[src/rtl/cacheline_mem_arbiter_pkg.sv]
// Shared types for the cacheline backing-memory arbiter.
// Covers the arbiter state, the last-grant marker and the default line width.
package cacheline_mem_arbiter_pkg;

    localparam int unsigned CACHELINE_WIDTH = 256;

    typedef enum logic [1:0] {
        ARB_IDLE,
        ARB_I_BUSY,
        ARB_D_BUSY
    } mem_arb_state_t;

    typedef enum logic {
        GNT_ICACHE,
        GNT_DCACHE
    } mem_arb_gnt_t;

endpackage

[src/rtl/cacheline_mem_arbiter.sv]
// Round-robin arbiter sharing one cacheline-wide memory port between icache and dcache.
// A grant is held until bmem_resp; bmem_* commands are registered.
module cacheline_mem_arbiter
    import cacheline_mem_arbiter_pkg::*;
#(
    parameter int unsigned ADDR_WIDTH = 32,
    parameter int unsigned LINE_WIDTH = CACHELINE_WIDTH
) (
    input  logic                  clk,
    input  logic                  rst_n,

    input  logic [ADDR_WIDTH-1:0] i_addr,
    input  logic                  i_read,
    output logic [LINE_WIDTH-1:0] i_rdata,
    output logic                  i_resp,

    input  logic [ADDR_WIDTH-1:0] d_addr,
    input  logic                  d_read,
    input  logic                  d_write,
    input  logic [LINE_WIDTH-1:0] d_wdata,
    output logic [LINE_WIDTH-1:0] d_rdata,
    output logic                  d_resp,

    output logic [ADDR_WIDTH-1:0] bmem_addr,
    output logic                  bmem_read,
    output logic                  bmem_write,
    output logic [LINE_WIDTH-1:0] bmem_wdata,
    input  logic [LINE_WIDTH-1:0] bmem_rdata,
    input  logic                  bmem_resp
);

    mem_arb_state_t        state_q, state_d;
    mem_arb_gnt_t          last_grant_q, last_grant_d;
    logic [ADDR_WIDTH-1:0] bmem_addr_q, bmem_addr_d;
    logic                  bmem_read_q, bmem_read_d;
    logic                  bmem_write_q, bmem_write_d;
    logic [LINE_WIDTH-1:0] bmem_wdata_q, bmem_wdata_d;
    logic                  dreq;

    assign dreq = d_read | d_write;

    always_comb begin
        state_d      = state_q;
        last_grant_d = last_grant_q;
        bmem_addr_d  = bmem_addr_q;
        bmem_read_d  = bmem_read_q;
        bmem_write_d = bmem_write_q;
        bmem_wdata_d = bmem_wdata_q;
        i_resp       = 1'b0;
        d_resp       = 1'b0;
        i_rdata      = '0;
        d_rdata      = '0;

        case (state_q)
            ARB_IDLE: begin
                bmem_read_d  = 1'b0;
                bmem_write_d = 1'b0;
                // Icache wins a tie only when the dcache was served last.
                if (i_read && (!dreq || last_grant_q == GNT_DCACHE)) begin
                    state_d      = ARB_I_BUSY;
                    last_grant_d = GNT_ICACHE;
                    bmem_addr_d  = i_addr;
                    bmem_read_d  = 1'b1;
                end else if (dreq) begin
                    state_d      = ARB_D_BUSY;
                    last_grant_d = GNT_DCACHE;
                    bmem_addr_d  = d_addr;
                    // A simultaneous read+write issues the write-back only.
                    bmem_write_d = d_write;
                    bmem_read_d  = ~d_write;
                    bmem_wdata_d = d_wdata;
                end
            end
            ARB_I_BUSY: begin
                if (bmem_resp) begin
                    state_d      = ARB_IDLE;
                    bmem_read_d  = 1'b0;
                    bmem_write_d = 1'b0;
                    // A withdrawn requester gets no response.
                    if (i_read) begin
                        i_resp  = 1'b1;
                        i_rdata = bmem_rdata;
                    end
                end
            end
            ARB_D_BUSY: begin
                if (bmem_resp) begin
                    state_d      = ARB_IDLE;
                    bmem_read_d  = 1'b0;
                    bmem_write_d = 1'b0;
                    if (dreq) begin
                        d_resp  = 1'b1;
                        d_rdata = bmem_rdata;
                    end
                end
            end
            default: begin
                state_d      = ARB_IDLE;
                bmem_read_d  = 1'b0;
                bmem_write_d = 1'b0;
            end
        endcase
    end

    always_ff @(posedge clk or negedge rst_n) begin
        if (!rst_n) begin
            state_q      <= ARB_IDLE;
            last_grant_q <= GNT_DCACHE;
            bmem_addr_q  <= '0;
            bmem_read_q  <= 1'b0;
            bmem_write_q <= 1'b0;
            bmem_wdata_q <= '0;
        end else begin
            state_q      <= state_d;
            last_grant_q <= last_grant_d;
            bmem_addr_q  <= bmem_addr_d;
            bmem_read_q  <= bmem_read_d;
            bmem_write_q <= bmem_write_d;
            bmem_wdata_q <= bmem_wdata_d;
        end
    end

    assign bmem_addr  = bmem_addr_q;
    assign bmem_read  = bmem_read_q;
    assign bmem_write = bmem_write_q;
    assign bmem_wdata = bmem_wdata_q;

endmodule

[config.mk]
export PLATFORM = sky130hd
export DESIGN_NAME = cacheline_mem_arbiter
export DESIGN_NICKNAME = d
export VERILOG_FILES = /design/src/rtl/cacheline_mem_arbiter_pkg.sv /design/src/rtl/cacheline_mem_arbiter.sv
export SDC_FILE = /design/constraint.sdc
export NUM_CORES = 1
export LEC_CHECK = 0
export ABC_AREA = 0
export ABC_CLOCK_PERIOD_IN_PS = 2800
export CAP_MARGIN = 25
export CORE_AREA = 2 2 544 546
export DETAILED_ROUTE_END_ITERATION = 8
export DIE_AREA = 0 0 546 548
export PLACE_DENSITY = 0.34
export SLEW_MARGIN = 10
export SYNTH_ARGS = -nofsm -noshare
export SYNTH_HDL_FRONTEND = slang
export SYNTH_SLANG_ARGS = --single-unit
[constraint.sdc]
create_clock -name clk -period 2.8 [get_ports clk]
set_input_delay 0.56 -clock clk [delete_from_list [all_inputs] [get_ports clk]]
set_output_delay 0.56 -clock clk [all_outputs]
set_load 0.01 [all_outputs]
# Word-level counts from Yosys, hierarchy flattened
# Cells that the tools add are included.
[word_totals]
reg_bits = 293
latchBits = 0
ramBits = 0
romBits = 0
in_bits = 582
out_inout_bits = 804
memories = 0
[classes]
addsub = 0
mul = 0
div_mod_pow = 0
magnitude_cmp = 0
n_eq_ne = 4
shifts = 0
mux = 27
n_bitwise = 3
n_reduce_logical = 9
[ops]
columns = ["cell", "n"]
rows = [
  ["$mux 256", 6],
  ["$mux 32", 2],
  ["$mux 1", 13],
  ["$mux 2", 3],
  ["$pmux 1 s2", 2],
  ["$pmux 2 s2", 1],
  ["$reduce_and 2->1", 2],
  ["$ne 3x3->1 const B", 1],
  ["$reduce_and 3->1", 1],
  ["$eq 2x1->1 const B", 1],
  ["$eq 2x2->1 const B", 1],
  ["$logic_not 2->1", 1],
  ["$ne 2x1->1 const B", 1],
  ["$not 1->1", 2],
  ["$reduce_bool 2->1", 1],
  ["$reduce_or 2->1", 1],
  ["$logic_and 1x1->1", 1],
  ["$logic_not 1->1", 1],
  ["$logic_or 1x1->1", 1],
  ["$or 1x1->1", 1],
]

# Logic depth before layout (Yosys ltp)
[logic_depth]
word_depth = 6
ltp_mapped = 7

# Worst setup path before layout
# Ideal clock, no wire load.
[synth_timing]
path_kind = "input-to-output"
startpoint = "input port i_read"
endpoint = "output port i_rdata[216]"
arrival_time_ns = 1.569
required_time_ns = 2.240
path_slack_ns = 0.671
path_stages = 6
path_buffers = 4
path_cell_list = "buf_4 > and3_1 > clkbuf_2 > clkbuf_1 > clkbuf_1 > and2_1"
[synth_between]
elab_chain_cells = 3
[synth_lines]
columns = ["item", "line_no", "source"]
rows = [
  ["start, declared", "cacheline_mem_arbiter.sv:13", "input logic i_read,"],
  ["$mux 256", "cacheline_mem_arbiter.sv:80", "if (i_read) begin"],
  ["$mux 256", "cacheline_mem_arbiter.sv:75", "if (bmem_resp) begin"],
  ["$mux 256", "cacheline_mem_arbiter.sv:54", "case (state_q)"],
  ["end, declared", "cacheline_mem_arbiter.sv:14", "output logic [LINE_WIDTH-1:0] i_rdata,"],
]
# Every way passes these cells.

# Final worst setup path
[layout_timing]
startpoint = "register state_q[0]"
endpoint = "output port d_rdata[194]"
[layout_between]
elab_chain_cells = 2
[layout_lines]
columns = ["item", "line_no", "source"]
rows = [
  ["start, declared", "cacheline_mem_arbiter.sv:32", "mem_arb_state_t state_q, state_d;"],
  ["start signal, assigned", "cacheline_mem_arbiter.sv:114", "state_q <= state_d;"],
  ["$eq 2x2->1", "cacheline_mem_arbiter.sv:54", ""],
  ["$mux 256", "cacheline_mem_arbiter.sv:54", ""],
  ["end, declared", "cacheline_mem_arbiter.sv:21", "output logic [LINE_WIDTH-1:0] d_rdata,"],
]
# Every way passes these cells.

==> metrics.txt <==
status finished with violations; failing checks setup timing; hpwl dp 178,000 um; Overall Global Routing Usage 12.8%; Total Wirelength 199,000 um; Post-synth top flop dfrtp_1; initial antenna violation count 173; clk_skew 0.0354 ns; Detailed Routing Iterations Pass 1 4; Avg Vias per Cell 2.50; HP Class input pin to asynchronous set/reset pin; total global routing overflow 0; crit end category output port; first-pass GRT wire length 239,000 um; Slew Limit Fails 0; dominant cells by area after synthesis dfrtp_1, and2_1, mux2_2; layout cells sized above 1 25.5%; total power 30.8 mW; Synth cell types 31; largest net degree at the start of global routing 78; RSZ-0062 raised after global routing yes; Final Util 12.7%; area grow syn2layout 150%; Setup TNS -145.79 ns; Mapped Area 0.0148 sq mm; cell row count 199; Routed Antenna Nets 0; Routed wire per std cell 29.5 um; area leader, netlist dfrtp_1; Period minus WS final 3.32 ns; worst skew pair latency 0.65 ns; Crit. Startpoint state_q[0]$_DFFE_PN0P_; syn nets 1,910; Clock Tree Root clkbuf_16; Die Wd 546 um; Starting Density 5.06%; Layout Cells excl Fill 6,741; Layout Nets 3,340; setup violators final 496; Final Worst Setup Slack -0.516 ns; Leak 14.0 nW; crit path max fanout 23; Seq/Total Area, Yosys 49.5%; final period utilization 118%; CTS max path bufs 3; reg2reg start state_q[0]$_DFFE_PN0P_; Die Y 548 um; Post-synth EDFFs 0; CTS Buf Count 43; Rel. slew slack 61.8%; worst slew pin tran 0.570 ns; H-Tree Depth 2; startpoint types flip-flop; Worst EP required 2.24 ns; Cells after Synth 1,325; CTS clk-pin slew, worst paths 0.06 ns; Placed Cells incl. Taps 6,616; IO Port Bufs 1,385; Final Hold Vio Count 0; most frequent cells after synthesis and2_1, dfrtp_1, mux2_2; Yosys top cell area share 49.3%; critical path type flip-flop to output port; Hold Slack 0.473 ns; clock sinks 293; Synth Area per Inst 11.2 sq um; fmax 302 MHz; vias in the first global route 17,356; Starting DRT DRC Count 574; CTS tree yes; Max Cap Violations 0; via count 16,860; Async SR Flop Fraction 100%; pwr dens 829 mW/mm^2; Crit path arrival time 2.76 ns; Core Region 0.293 sq mm; YS warnings 0; die footprint 0.299 sq mm; io pins 1,386; peak supply drop 0.439 mV; Fillers 33,437; count leader, synth and2_1; DRC Markers 0; Routability Congestion 0.904; Synth Register Bits 293
per-layer routing:
| layer | global-route usage [%] | up-vias | part of all wire, % |
|---|---|---|---|
| li1 | - | 7320 | - |
| met5 | 0 | - | 0.41 |
| met3 | 5.99 | 264 | 11 |
| met1 | 14.1 | 8105 | 38 |
| met4 | 2.20 | 128 | 1.8 |
| met2 | 22.3 | 1043 | 49 |
cell families (layout without fill, tap and decap cells):
| family | count (synthesis) | count (layout) | share of synthesized area, % |
|---|---|---|---|
| AO/OA/AOI/OAI | 76 | 76 | 3.09 |
| multiplexers | 256 | 256 | 19.4 |
| buffers and inverters | 110 | 1570 | 3.86 |
| other | 0 | 37 | 0 |
| AND/OR/NAND/NOR | 587 | 587 | 23.9 |
| flip-flops | 293 | 293 | 49.5 |
| adder cells (fa/ha/maj) | 3 | 3 | 0.253 |
through the flow:
step	area, sq um	worst slack [ns]
after global placement	35400	-0.782
after floorplan	14800	0.671
after detailed placement	35400	-0.807
after global routing	37100	-0.635
after CTS	36900	-0.593
final	37100	-0.516
path summary, 6_finish.rpt:
check,to,slack [ns],cells after the start
setup / recovery,d_rdata[194],-0.52,7
hold / removal,bmem_wdata[51]$_DFFE_PN0P_,0.47,2
setup reg to reg,bmem_wdata[252]$_DFFE_PN0P_,0.73,6
hold reg to reg,bmem_read$_DFFE_PN0P_,0.50,2
max in group asynchronous,state_q[1]$_DFFE_PN0P_,1.49,3
min in group clk,bmem_read$_DFFE_PN0P_,0.50,2
area by class of cell:
type / instances / area (sq um) / area share [%]
clock inverter: 19 / 251 / 0.677
timing repair buffer: 1491 / 16400 / 44.1
multi-input combinational: 922 / 6960 / 18.7
inverter: 4 / 15.0 / 0.0404
clock buffer: 56 / 1180 / 3.19
tap: 3919 / 4900 / 13.2
antenna: 37 / 92.6 / 0.249
sequential: 293 / 7330 / 19.8
sequential cells by signal (all words and copies together) (netlist names):
register	count
bmem_write	1
bmem_read	1
last_grant_q	1
state_q	2
bmem_wdata	256
bmem_addr	32
layout by cell type (no fill, tap or decap), types with 18 or more instances in the layout:
cell             instances
clkbuf_16               46
buf_4                  120
dfrtp_1                292
buf_12                 166
a31oi_1                 32
and2_1                 505
clkdlybuf4s15_2         20
nor2_1                  33
buf_6                   18
diode_2                 37
mux2_2                 255
o21ai_0                 35
nand3_1                 32
clkdlybuf4s50_1       1097
timing repair:
| item | in CTS | in global routing |
|---|---|---|
| gates resized for setup | 162 | 107 |
| pin swaps | 1 | 0 |
| hold buffers | 1 | 0 |
| cloned | 3 | 3 |
| hold endpoints to repair | 40 | 0 |
| setup buffers | 2 | 4 |
| setup endpoints to repair | 513 | 513 |
power breakdown:
group / total, mW / internal, mW / leakage, nW / switching, mW
logic: 17.3 / 8.96 / 9.83 / 8.31
clock network: 5.81 / 3.31 / 0.698 / 2.51
registers: 7.71 / 6.47 / 3.42 / 1.24
total: 30.8 / 18.7 / 14.0 / 12.1
critical path, cell delays in order (launching register included):
cell,delay [ns]
dfrtp_1,0.42
inv_2,0.08
ha_1,0.14
and3_4,0.25
buf_16,0.21
buf_6,0.22
and2_1,0.15
clkdlybuf4s50_1,0.54
Power figures use the tool's default switching activity.
